===== config.mk =====
export PLATFORM = sky130hd
export DESIGN_NAME = bsg_downstream_channel_param
export DESIGN_NICKNAME = d
export VERILOG_FILES = /design/src/rtl/bsg_downstream_pkg.sv /design/src/rtl/bsg_downstream_fifo_mem.sv /design/src/rtl/bsg_downstream_channel_param.sv
export SDC_FILE = /design/constraint.sdc
export NUM_CORES = 1
export LEC_CHECK = 0
export BUFFER_PORTS_ARGS = -buffer_cell sky130_fd_sc_hd__buf_2
export CORE_MARGIN = 2
export CORE_UTILIZATION = 45
export DETAILED_ROUTE_END_ITERATION = 7
export MAX_ROUTING_LAYER = met4
export PLACE_DENSITY = 0.75
export SYNTH_ARGS = -nofsm -noshare
export SYNTH_HDL_FRONTEND = slang
export SYNTH_SLANG_ARGS = --single-unit

===== constraint.sdc =====
create_clock -name clk -period 2.6 [get_ports clk]
set_clock_uncertainty 0.05 [all_clocks]
set_input_delay 0.52 -clock clk [delete_from_list [all_inputs] [get_ports clk]]
set_output_delay 0.52 -clock clk [all_outputs]
set_load 0.01 [all_outputs]

===== src/rtl/bsg_downstream_pkg.sv =====
// Shared FSM type and width helpers for the parametrised downstream channel.
package bsg_downstream_pkg;

  typedef enum logic [0:0] {
    FILL = 1'b0,
    OUT  = 1'b1
  } state_e;

  function automatic int addr_w(input int depth);
    return $clog2(depth);
  endfunction

  // Extra MSB distinguishes full from empty when the address bits match.
  function automatic int ptr_w(input int depth);
    return $clog2(depth) + 1;
  endfunction

  function automatic int word_w(input int io_w, input int gather);
    return io_w * gather;
  endfunction

  function automatic int core_w(input int io_w, input int gather, input int core_beats);
    return io_w * gather * core_beats;
  endfunction

  function automatic int cnt_w(input int n);
    return (n > 1) ? $clog2(n) : 1;
  endfunction

endpackage


===== src/rtl/bsg_downstream_fifo_mem.sv =====
// DEPTH x WORD_W register array: one synchronous write port, one combinational read port.
module bsg_downstream_fifo_mem
  import bsg_downstream_pkg::*;
#(
  parameter int WORD_W = 16,
  parameter int DEPTH  = 8
) (
  input  logic                       clk,
  input  logic                       we,
  input  logic [addr_w(DEPTH)-1:0]   waddr,
  input  logic [WORD_W-1:0]          wdata,
  input  logic [addr_w(DEPTH)-1:0]   raddr,
  output logic [WORD_W-1:0]          rdata
);

  logic [WORD_W-1:0] mem_r [DEPTH];

  // Storage write; contents are only read while the FIFO is non-empty, so no reset is needed.
  always_ff @(posedge clk) begin
    if (we) begin
      mem_r[waddr] <= wdata;
    end
  end

  assign rdata = mem_r[raddr];

endmodule


===== src/rtl/bsg_downstream_channel_param.sv =====
// Downstream channel: gathers IO beats into FIFO words, assembles CORE_BEATS words per core output.
// Define BSG_DOWN_OVERFLOW_CNT_EN to add the saturating dropped-word counter ovf_count_o.
module bsg_downstream_channel_param
  import bsg_downstream_pkg::*;
#(
  parameter int IO_W       = 8,
  parameter int GATHER     = 2,
  parameter int DEPTH      = 8,
  parameter int CORE_BEATS = 2,
  parameter int TOKEN_DIV  = 4
) (
  input  logic                                  clk,
  input  logic                                  rst_n,
  input  logic                                  io_valid_i,
  input  logic [IO_W-1:0]                       io_data_i,
  output logic                                  io_token_o,
  output logic                                  core_valid_o,
  output logic [IO_W*GATHER*CORE_BEATS-1:0]     core_data_o,
  input  logic                                  core_ready_i,
  output logic                                  full_o,
`ifdef BSG_DOWN_OVERFLOW_CNT_EN
  output logic [7:0]                            ovf_count_o,
`endif
  output logic                                  overflow_o
);

  localparam int WORD_W = word_w(IO_W, GATHER);
  localparam int CORE_W = core_w(IO_W, GATHER, CORE_BEATS);
  localparam int AW     = addr_w(DEPTH);
  localparam int PW     = ptr_w(DEPTH);
  localparam int GW     = cnt_w(GATHER);
  localparam int ACW    = cnt_w(CORE_BEATS);
  localparam int TW     = cnt_w(TOKEN_DIV);

  if ((DEPTH < 2) || ((DEPTH & (DEPTH - 1)) != 0)) begin : g_bad_depth
    $error("DEPTH must be a power of 2 and at least 2");
  end
  if ((GATHER < 1) || (CORE_BEATS < 1) || (TOKEN_DIV < 1) || (TOKEN_DIV > DEPTH)) begin : g_bad_cfg
    $error("GATHER, CORE_BEATS, TOKEN_DIV must be >= 1 and TOKEN_DIV <= DEPTH");
  end

  logic [GW-1:0]     gcnt_r;
  logic [WORD_W-1:0] gbuf_r;
  logic [WORD_W-1:0] wdata_s;
  logic [WORD_W-1:0] rdata_s;
  logic [PW-1:0]     wptr_r;
  logic [PW-1:0]     rptr_r;
  logic [ACW-1:0]    acnt_r;
  logic [TW-1:0]     tcnt_r;
  logic [CORE_W-1:0] core_data_r;
  logic              core_valid_r;
  logic              token_r;
  logic              overflow_r;
  logic              empty_s;
  logic              last_beat_s;
  logic              wr_s;
  logic              drop_s;
  logic              pop_s;
  state_e            state_r;
  state_e            state_n;

  assign empty_s     = (wptr_r == rptr_r);
  assign full_o      = (wptr_r[AW-1:0] == rptr_r[AW-1:0]) && (wptr_r[AW] != rptr_r[AW]);
  assign last_beat_s = io_valid_i && (gcnt_r == GW'(GATHER - 1));
  assign wr_s        = last_beat_s && !full_o;
  assign drop_s      = last_beat_s && full_o;

  // Current beat merged into the partial word; on the last beat this is the word to write.
  always_comb begin
    wdata_s = gbuf_r;
    for (int i = 0; i < GATHER; i++) begin
      wdata_s[i*IO_W +: IO_W] = (gcnt_r == GW'(i)) ? io_data_i : gbuf_r[i*IO_W +: IO_W];
    end
  end

  // Gather counter and partial word.
  always_ff @(posedge clk or negedge rst_n) begin
    if (!rst_n) begin
      gcnt_r <= GW'(0);
      gbuf_r <= WORD_W'(0);
    end else if (io_valid_i) begin
      gbuf_r <= wdata_s;
      gcnt_r <= last_beat_s ? GW'(0) : gcnt_r + GW'(1);
    end
  end

  bsg_downstream_fifo_mem #(
    .WORD_W (WORD_W),
    .DEPTH  (DEPTH)
  ) u_mem (
    .clk   (clk),
    .we    (wr_s),
    .waddr (wptr_r[AW-1:0]),
    .wdata (wdata_s),
    .raddr (rptr_r[AW-1:0]),
    .rdata (rdata_s)
  );

  // FIFO pointers and sticky overflow flag; full is judged before any same-cycle pop.
  always_ff @(posedge clk or negedge rst_n) begin
    if (!rst_n) begin
      wptr_r     <= PW'(0);
      rptr_r     <= PW'(0);
      overflow_r <= 1'b0;
    end else begin
      if (wr_s)   wptr_r     <= wptr_r + PW'(1);
      if (pop_s)  rptr_r     <= rptr_r + PW'(1);
      if (drop_s) overflow_r <= 1'b1;
    end
  end

  // Assembler next-state and pop decision.
  always_comb begin
    state_n = state_r;
    pop_s   = 1'b0;
    case (state_r)
      FILL: begin
        pop_s = !empty_s;
        if (pop_s && (acnt_r == ACW'(CORE_BEATS - 1))) state_n = OUT;
        else                                           state_n = FILL;
      end
      OUT: begin
        if (core_ready_i) state_n = FILL;
        else              state_n = OUT;
      end
      default: state_n = FILL;
    endcase
  end

  // Assembler state, slot fill and output valid; data is frozen while in OUT.
  always_ff @(posedge clk or negedge rst_n) begin
    if (!rst_n) begin
      state_r      <= FILL;
      acnt_r       <= ACW'(0);
      core_data_r  <= CORE_W'(0);
      core_valid_r <= 1'b0;
    end else begin
      state_r      <= state_n;
      core_valid_r <= (state_n == OUT);
      if (pop_s) begin
        for (int i = 0; i < CORE_BEATS; i++) begin
          if (acnt_r == ACW'(i)) core_data_r[i*WORD_W +: WORD_W] <= rdata_s;
        end
        acnt_r <= (acnt_r == ACW'(CORE_BEATS - 1)) ? ACW'(0) : acnt_r + ACW'(1);
      end
    end
  end

  // Credit token: one toggle per TOKEN_DIV pops.
  always_ff @(posedge clk or negedge rst_n) begin
    if (!rst_n) begin
      tcnt_r  <= TW'(0);
      token_r <= 1'b0;
    end else if (pop_s) begin
      if (tcnt_r == TW'(TOKEN_DIV - 1)) begin
        tcnt_r  <= TW'(0);
        token_r <= ~token_r;
      end else begin
        tcnt_r  <= tcnt_r + TW'(1);
      end
    end
  end

`ifdef BSG_DOWN_OVERFLOW_CNT_EN
  logic [7:0] ovf_cnt_r;

  // Saturating count of dropped words.
  always_ff @(posedge clk or negedge rst_n) begin
    if (!rst_n) begin
      ovf_cnt_r <= 8'd0;
    end else if (drop_s && (ovf_cnt_r != 8'hFF)) begin
      ovf_cnt_r <= ovf_cnt_r + 8'd1;
    end
  end

  assign ovf_count_o = ovf_cnt_r;
`endif

  assign io_token_o   = token_r;
  assign core_valid_o = core_valid_r;
  assign core_data_o  = core_data_r;
  assign overflow_o   = overflow_r;

endmodule


-- Word level (Yosys, flattened, before mapping)
Memory sizes are Yosys's and may differ from the RTL's.
Cells that the tools add are included.
- bits in registers: 63
- logic and storage cells: 45
- input bits: 12
- output and inout port bits: 36
- memories: 1
- bits in writable memories: 128
- eq/ne operators: 4
- $add $sub $neg: 5
- bitwise operators: 3
- reductions and logical operators: 10
- multiplexer cells: 11
- memory list (memory ; depth ; bits a word ; rd ports ; clocked after memory_dff ; write ports ; RTL line ; source):
    u_mem.mem_r ; 8 ; 16 ; 1 ; 0 ; 1 ; bsg_downstream_fifo_mem.sv:16 ; logic [WORD_W-1:0] mem_r [DEPTH];
- operators with widths (operator ; number):
    two-way mux 8 bit ; 2
    adder 4 x 1 -> 4 bit (second input constant) ; 2
    two-way mux 1 bit ; 7
    AND reduction 2 bit ; 3
    logical AND 1 bit ; 5
    equality test 4 bit ; 1
    equality test 3 bit ; 1
    inverter 1 bit ; 3
    adder 1 bit (second input constant) ; 2
    adder 2 x 1 -> 2 bit (second input constant) ; 1
    equality test 2 bit (second input constant) ; 1
    logical NOT 1 bit ; 2
    two-way mux 2 bit ; 1
    one-hot mux 1 bit (2 select lines) ; 1
    inequality test 1 bit ; 1

-- Logic depth before layout (Yosys ltp)
Gate-level depths: netlist of the first run.
- word-level depth: 6
- mapped depth: 6
- gate-level depth less buffers: 4

-- Hierarchy
From an unflattened synthesis of the first run, not the netlist that was laid out.
- cell total of the unflattened synthesis: 375
- area, all modules: 7722.4 µm²
- modules (own cells, without submodules) (module ; cells each ; times used ; seq. area each (µm²) ; area an instance (µm²)):
    bsg_downstream_fifo_mem ; 198 ; 1 ; 3843.7 ; 4973.5
    bsg_downstream_channel_param ; 177 ; 1 ; 1576.5 ; 2748.9

-- Least setup slack after synthesis of the first run
No wires, ideal clock.
- kind: reg-to-reg
- start point: register rptr_r[1]
- end point: memory u_mem.mem_r[0][0] (enable)
- clock period less this slack: 2.815 ns
- path buffers: 1
- data required time: 2.141 ns
- cell stages (with the launch flop): 6
- setup slack: -0.215 ns
- data arrival time: 2.356 ns
- library setup time: 0.409 ns
- cell sequence: dfrtp_1 buf_6 xnor2_1 a41oi_2 nand2b_1 nor3_1
- longest elaborated chain between the ends: 6
- RTL lines (element ; RTL line ; source):
    from (decl) ; bsg_downstream_channel_param.sv:47 ; logic [PW-1:0] rptr_r;
    from (signal assigned) ; bsg_downstream_channel_param.sv:107 ; if (pop_s) rptr_r <= rptr_r + PW'(1);
    equality test 3 bit ; bsg_downstream_channel_param.sv:63 ; assign full_o = (wptr_r[AW-1:0] == rptr_r[AW-1:0]) && (wptr_r[AW] != rptr_r[AW]);
    logical AND 1 bit ; bsg_downstream_channel_param.sv:63 ;
    logical NOT 1 bit ; bsg_downstream_channel_param.sv:65 ; assign wr_s = last_beat_s && !full_o;
    logical AND 1 bit ; bsg_downstream_channel_param.sv:65 ;
    two-way mux 1 bit ; bsg_downstream_fifo_mem.sv:20 ; if (we) begin
    two-way mux 1 bit (not written as such) ; bsg_downstream_fifo_mem.sv:21 ; mem_r[waddr] <= wdata;
    to (decl) ; bsg_downstream_fifo_mem.sv:16 ;
No other way between the ends.

-- Worst setup path after layout of the first run
- start point: register wptr_r[1]
- end point: output port full_o
- longest elaborated chain between the ends: 2
- RTL lines (element ; RTL line ; source):
    from (decl) ; bsg_downstream_channel_param.sv:46 ; logic [PW-1:0] wptr_r;
    from (signal assigned) ; bsg_downstream_channel_param.sv:106 ; if (wr_s) wptr_r <= wptr_r + PW'(1);
    equality test 3 bit ; bsg_downstream_channel_param.sv:63 ;
    logical AND 1 bit ; bsg_downstream_channel_param.sv:63 ;
    to (decl) ; bsg_downstream_channel_param.sv:20 ; output logic full_o,
No other way between the ends.

==> metrics.cfg, run 1 <==
[timing]
post-route-min-period_ns = 2.46
finalSetupTns_ns = 0
slew_viol_final = 0
max_freq_mhz = 406
hold_viol = 0
tightestPinTransition_ns = 0.720
rsz0062_at_grt = no
setup_viol = 0
period_share_pct = 94.7
slew_headroom_pct = 52.0

[critical_path]
cp.required_ns = 2.03
critPathTopFamily = flip-flops
cp_cell_sequence = xor2_1, nor4_2, buf_4, buf_2
critical_path_class = reg -> out
cp-end-kind = output port
cp.buffers_inverters = 2
slowest_delay_ns = 0.59
crit_arrival_ns = 1.89
slowest_stage = dfrtp_1
critPathLaunchType = register
path_max_fanout = 10

[floorplanning]
rows = 47
die_area_mm2 = 0.0181
die_h_um = 134
start_util_pct = 46.0
die_x_um = 134
core-area_mm2 = 0.0166
pin_count = 48

[synthesis]
syn_nets = 426
ys.flop_type = edfxtp_1
syn_area_mm2 = 0.00766
yosysSeqAreaShare_pct = 70.7
synth_cell_types = 29
synth_edf_count = 128
yosysTopAreaCellShare_pct = 50.2
syn_avg_cell_area_um2 = 18.6
yosysTopAreaCell = edfxtp_1
synth_cells = 411
synth_area_leaders = edfxtp_1 50%, dfrtp_1 21%, mux4_2 5.9%
synth-seq-cells = 191
ys_warn_count = 0
ys_async_sr_fraction_pct = 33.0

[cells_and_area]
diodes = 0
stdcell_count = 707
seqCellArea_mm2 = 0.00542
multi_input_area_mm2 = 0.00209
fin_area_mm2 = 0.00873
utilization_pct = 52.5
area_growth_pct = 14.0
fillCellCount = 1335
drive_gt1_share_pct = 36.3
nNetsFinal = 489

[clock_tree]
cts_tree = yes
hold_buffers = 0
cts_root_buffer = clkbuf_16
cts-resized-gates = 2
numCtsBuffers = 17
clk_pin_slew_ns = 0.07
clk_latency_ns = 0.43
numClockSinks = 191
cts.path.max_buffers = 2
cts-htree-levels = 4
cts_setup_buffers = 0

[power]
power.density_mw_per_mm2 = 1280
internal-power_w = 0.00728
seq_power_share_pct = 43.2
switching_share_pct = 34.7
p_comb_share_pct = 34.9
power.switching_w = 0.00387
cellLeakagePower_nw = 3.27
pwr-share-clk_pct = 21.9
ir_drop_mv = 0.606

[placement]
numPlacedInstances = 675
numPortBuffers = 47
gp_congestion = 0.766
place_area_mm2 = 0.00817
hpwl_mm = 9.36

[detailed_routing]
vias = 3825
viasPerCell = 5.41
highest_layer = met4
wl_met3_mm = 1.07
first_iter_violations = 339
drcViolationCount = 0
drtAntennaViolNets = 0
routed_wl_mm = 13.9
avgRoutedWirePerCell_um = 19.7
wl_met1_mm = 6.41
wl_met2_mm = 6.35
dr.pass1.iters = 5

[global_routing]
antenna_found_initial = 0
grt.total_usage_pct = 17.3
grt_pass1_vias = 3832
grt_pass1_wl_mm = 22.2
overflow = 0
grt_max_degree = 34

[status]
status = completed

[flow_run]
cap_viol_max_count = 0

[worst_hold_path]
min_path_type = in -> async

-- flip-flops by register name, summed over array words and instances, names as in the netlist --
signal,cells
u_mem.mem_r,128
core_data_o,32
gbuf_r,16
rptr_r,4
wptr_r,4
tcnt_r,2
acnt_r,1
gcnt_r,1
io_token_o,1
overflow_o,1
state_r,1
-- cells in the mapped netlist, types with 2 or more instances --
library cell / count
mux2i_1: 16
o21ai_0: 21
nor3_1: 2
o21ai_1: 2
mux4_1: 12
mux4_2: 20
o21ai_2: 10
nand2_1: 38
edfxtp_1: 128
xnor2_1: 9
mux2_2: 36
nand4_1: 2
buf_6: 9
o41ai_4: 2
buf_1: 2
dfrtp_1: 63
ha_1: 3
inv_1: 2
clkbuf_1: 2
xor2_2: 3
nor2_1: 7
xor2_1: 5
nand2b_1: 3
buf_2: 9
-- stage by stage --
stage / hold slack, ns / setup slack, ns / power, W
2_1_floorplan: 0.174 / 0.210 / 0.00770
3_3_place_gp: 0.405 / 0.428 / 0.00859
3_5_place_dp: 0.402 / 0.293 / 0.00881
4_1_cts: 0.107 / 0.108 / 0.0113
5_1_grt: 0.144 / 0.0418 / 0.0119
6_report: 0.0924 / 0.137 / 0.0112
-- cells in the final DEF, fill, tap and decap left out, drive strengths merged --
cell      Yosys  final
nand4         2      2
o21ai        33     33
dfrtp        63     63
buf          20     66
a41oi         2      2
a31o          1      1
o41ai         2      2
xnor2         9      9
clkinvlp      0      1
mux2         36     36
clkinv        0      5
nor4          1      1
nand2        38     38
mux4         32     32
nor2          7      7
xor2          8      8
inv           2     10
ha            3      3
edfxtp      128    128
nor2b         1      1
nor3          2      2
nand2b        3      3
clkbuf        2     18
mux2i        16     16
-- cell families after synthesis --
logic type	after synthesis	share of synthesized area [%]
simple gates	54	2.91
compound gates	38	4.05
fa+ha+maj	3	0.490
flops	191	70.7
xor+xnor	17	2.24
buf+inv	24	2.20
mux	84	17.4
-- metal layers --
| metal | vias to the layer above | GRT usage (%) |
|---|---|---|
| met2 | 143 | 23.6 |
| li1 | 1720 | - |
| met5 | - | - |
| met4 | 0 | 5.50 |
| met1 | 1956 | 25.7 |
| met3 | 6 | 4.50 |
-- layout make-up --
cell class              count  area share (%)
clock buffers              18            5.03
clock inverters            14            1.40
well taps                 220            3.15
inverters                   2          0.0859
repair buffers             66            4.33
multi-input cells         196            23.9
flip-flops and latches    191            62.1
-- power by group through the flow --
stage | sequential, W | combinational (W) | clock [W]
floorplan | 0.00480 | 0.00290 | 0
global placement | 0.00481 | 0.00378 | 0
detailed placement | 0.00488 | 0.00393 | 0
CTS | 0.00482 | 0.00395 | 0.00250
global route | 0.00491 | 0.00433 | 0.00262
finish | 0.00482 | 0.00389 | 0.00244
-- worst reg2reg max path, stage by stage, from the launching register on --
cell and delay [ns]:
dfrtp_1 0.59, xnor2_1 0.21, a41oi_2 0.41, nand2b_1 0.20
nor3_2 0.15, buf_4 0.28
-- path summary, 6_finish.rpt --
kind / slack (ns) / from / endpoint / depth (start not counted)
min in group clk: 0.23 / core_ready_i / state_r$_DFF_PN0_ / 2
min reg2reg: 0.42 / io_token_o$_DFFE_PN0P_ / io_token_o$_DFFE_PN0P_ / 1
max: 0.14 / wptr_r[1]$_DFFE_PN0P_ / full_o / 4
min: 0.09 / rst_n / gbuf_r[11]$_DFFE_PN0P_ / 1
max reg2reg: 0.40 / wptr_r[1]$_DFFE_PN0P_ / u_mem.mem_r[0][15]$_DFFE_PP_ / 5
max in group asynchronous: 1.66 / rst_n / core_data_o[14]$_DFFE_PN0P_ / 2
Note: power is estimated with default switching activity, not from simulation.
==> inputs of run 2 (changes only) <==
Settings changed: CORE_UTILIZATION 45 to 40, PLACE_DENSITY 0.75 to 0.7.
==> metrics.cfg, run 2 (same netlist as run 1, synthesis figures left out) <==
[global_routing]
grt_pass1_vias = 3921
antenna_found_initial = 0
grt_pass1_wl_mm = 21.7
grt_max_degree = 46
grt.total_usage_pct = 15.0
overflow = 0

[floorplanning]
pin_count = 48
die_x_um = 142
core-area_mm2 = 0.0188
die_area_mm2 = 0.0203
start_util_pct = 40.8
die_h_um = 142
rows = 50

[detailed_routing]
viasPerCell = 5.16
vias = 3717
routed_wl_mm = 13.7
dr.pass1.iters = 4
first_iter_violations = 319
avgRoutedWirePerCell_um = 19.0
drtAntennaViolNets = 0
drcViolationCount = 0

[critical_path]
cp.required_ns = 2.03
critPathLaunchType = register
critPathTopFamily = flip-flops
slowest_delay_ns = 0.58
path_max_fanout = 10
cp_cell_sequence = xor2_2, nor4_2, buf_2
critical_path_class = reg -> out
slowest_stage = dfrtp_1
cp.buffers_inverters = 1
cp-end-kind = output port
crit_arrival_ns = 1.82

[power]
switching_share_pct = 34.1
power.density_mw_per_mm2 = 1250
pwr-share-clk_pct = 20.2
cellLeakagePower_nw = 3.23
power.switching_w = 0.00372
internal-power_w = 0.00720
ir_drop_mv = 0.523
finalPower_w = 0.0109
p_comb_share_pct = 36.2
seq_power_share_pct = 43.6

[flow_run]
cap_viol_max_count = 0

[clock_tree]
cts-htree-levels = 4
clk_latency_ns = 0.42
cts_tree = yes
numCtsBuffers = 17
cts_root_buffer = clkbuf_16
clk_pin_slew_ns = 0.06
numClockSinks = 191
cts.path.max_buffers = 2

[placement]
numPlacedInstances = 687
numPortBuffers = 47
hpwl_mm = 9.32
gp_congestion = 0.755

[cells_and_area]
final_common_cell = edfxtp_1
largest_register_ffs = 128
utilization_pct = 46.4
layout_common_cells = 128 x edfxtp_1, 62 x dfrtp_1, 47 x buf_2, 38 x nand2_1, 36 x mux2_2
diodes = 0
nNetsFinal = 488
area_growth_pct = 13.6
drive_gt1_share_pct = 34.6
stdcell_count = 720
regMostFlops = u_mem.mem_r

[timing]
slew_headroom_pct = 63.7
finalSetupTns_ns = 0
setup_viol = 0
rsz0062_at_grt = no
max_freq_mhz = 419
slew_viol_final = 0
tightestPinTransition_ns = 0.543
hold_viol = 0
period_share_pct = 91.9
post-route-min-period_ns = 2.39

[worst_hold_path]
min_path_type = in -> reg

[status]
status = completed

==> run 2: what timing repair did <==
action	4_1_cts	5_1_grt
buffers inserted	0	0
endpoints found under the hold margin	9	0
hold buffers	1	0
gates resized for setup	1	0
endpoints found under the setup margin	1	0
==> run 2: metal layers <==
layer / track usage (%) / routed length [um] / vias up
li1: - / - / 1718
met3: 3.40 / 695 / 9
met2: 22.0 / 6240 / 84
met1: 21.1 / 6600 / 1906
met5: - / 0 / -
met4: 4.64 / 140 / 0
==> run 2: final timing paths <==
kind                                              from  slack (ns)  cells past startpoint                          end
max                              wptr_r[0]$_DFFE_PN0P_        0.21                      3                       full_o
min                                       core_ready_i        0.25                      2            state_r$_DFF_PN0_
max reg2reg                      wptr_r[0]$_DFFE_PN0P_        0.46                      5  u_mem.mem_r[4][8]$_DFFE_PP_
min reg2reg                core_data_o[24]$_DFFE_PN0P_        0.42                      2  core_data_o[24]$_DFFE_PN0P_
max in group asynchronous                        rst_n        1.35                      3   core_data_o[3]$_DFFE_PN0P_
min in group asynchronous                        rst_n        0.54                      2           gcnt_r$_DFFE_PN0P_
==> run 2: stage by stage <==
stage	instance area [um^2]	hold WS, ns	setup WS, ns
floorplan	7670	0.174	0.210
finish	8700	0.255	0.211
global placement	8180	0.406	0.412
global route	8700	0.252	0.0676
detailed placement	8180	0.411	0.382
CTS	8700	0.230	0.136
==> run 2: power groups by stage <==
stage          Sequential, W  Clock (W)  Combinational, W
2_1_floorplan        0.00480          0           0.00290
3_5_place_dp         0.00483          0           0.00398
6_report             0.00476    0.00221           0.00395
4_1_cts              0.00477    0.00228           0.00401
3_3_place_gp         0.00478          0           0.00383
5_1_grt              0.00485    0.00239           0.00437
==> run 2: layout make-up <==
class | instances | area [um^2]
repair buffers | 65 | 385
flip-flops and latches | 191 | 5420
well taps | 234 | 293
clock inverters | 13 | 75.1
inverters | 2 | 7.51
clock buffers | 19 | 433
fillers | 1599 | 10100
multi-input cells | 196 | 2090
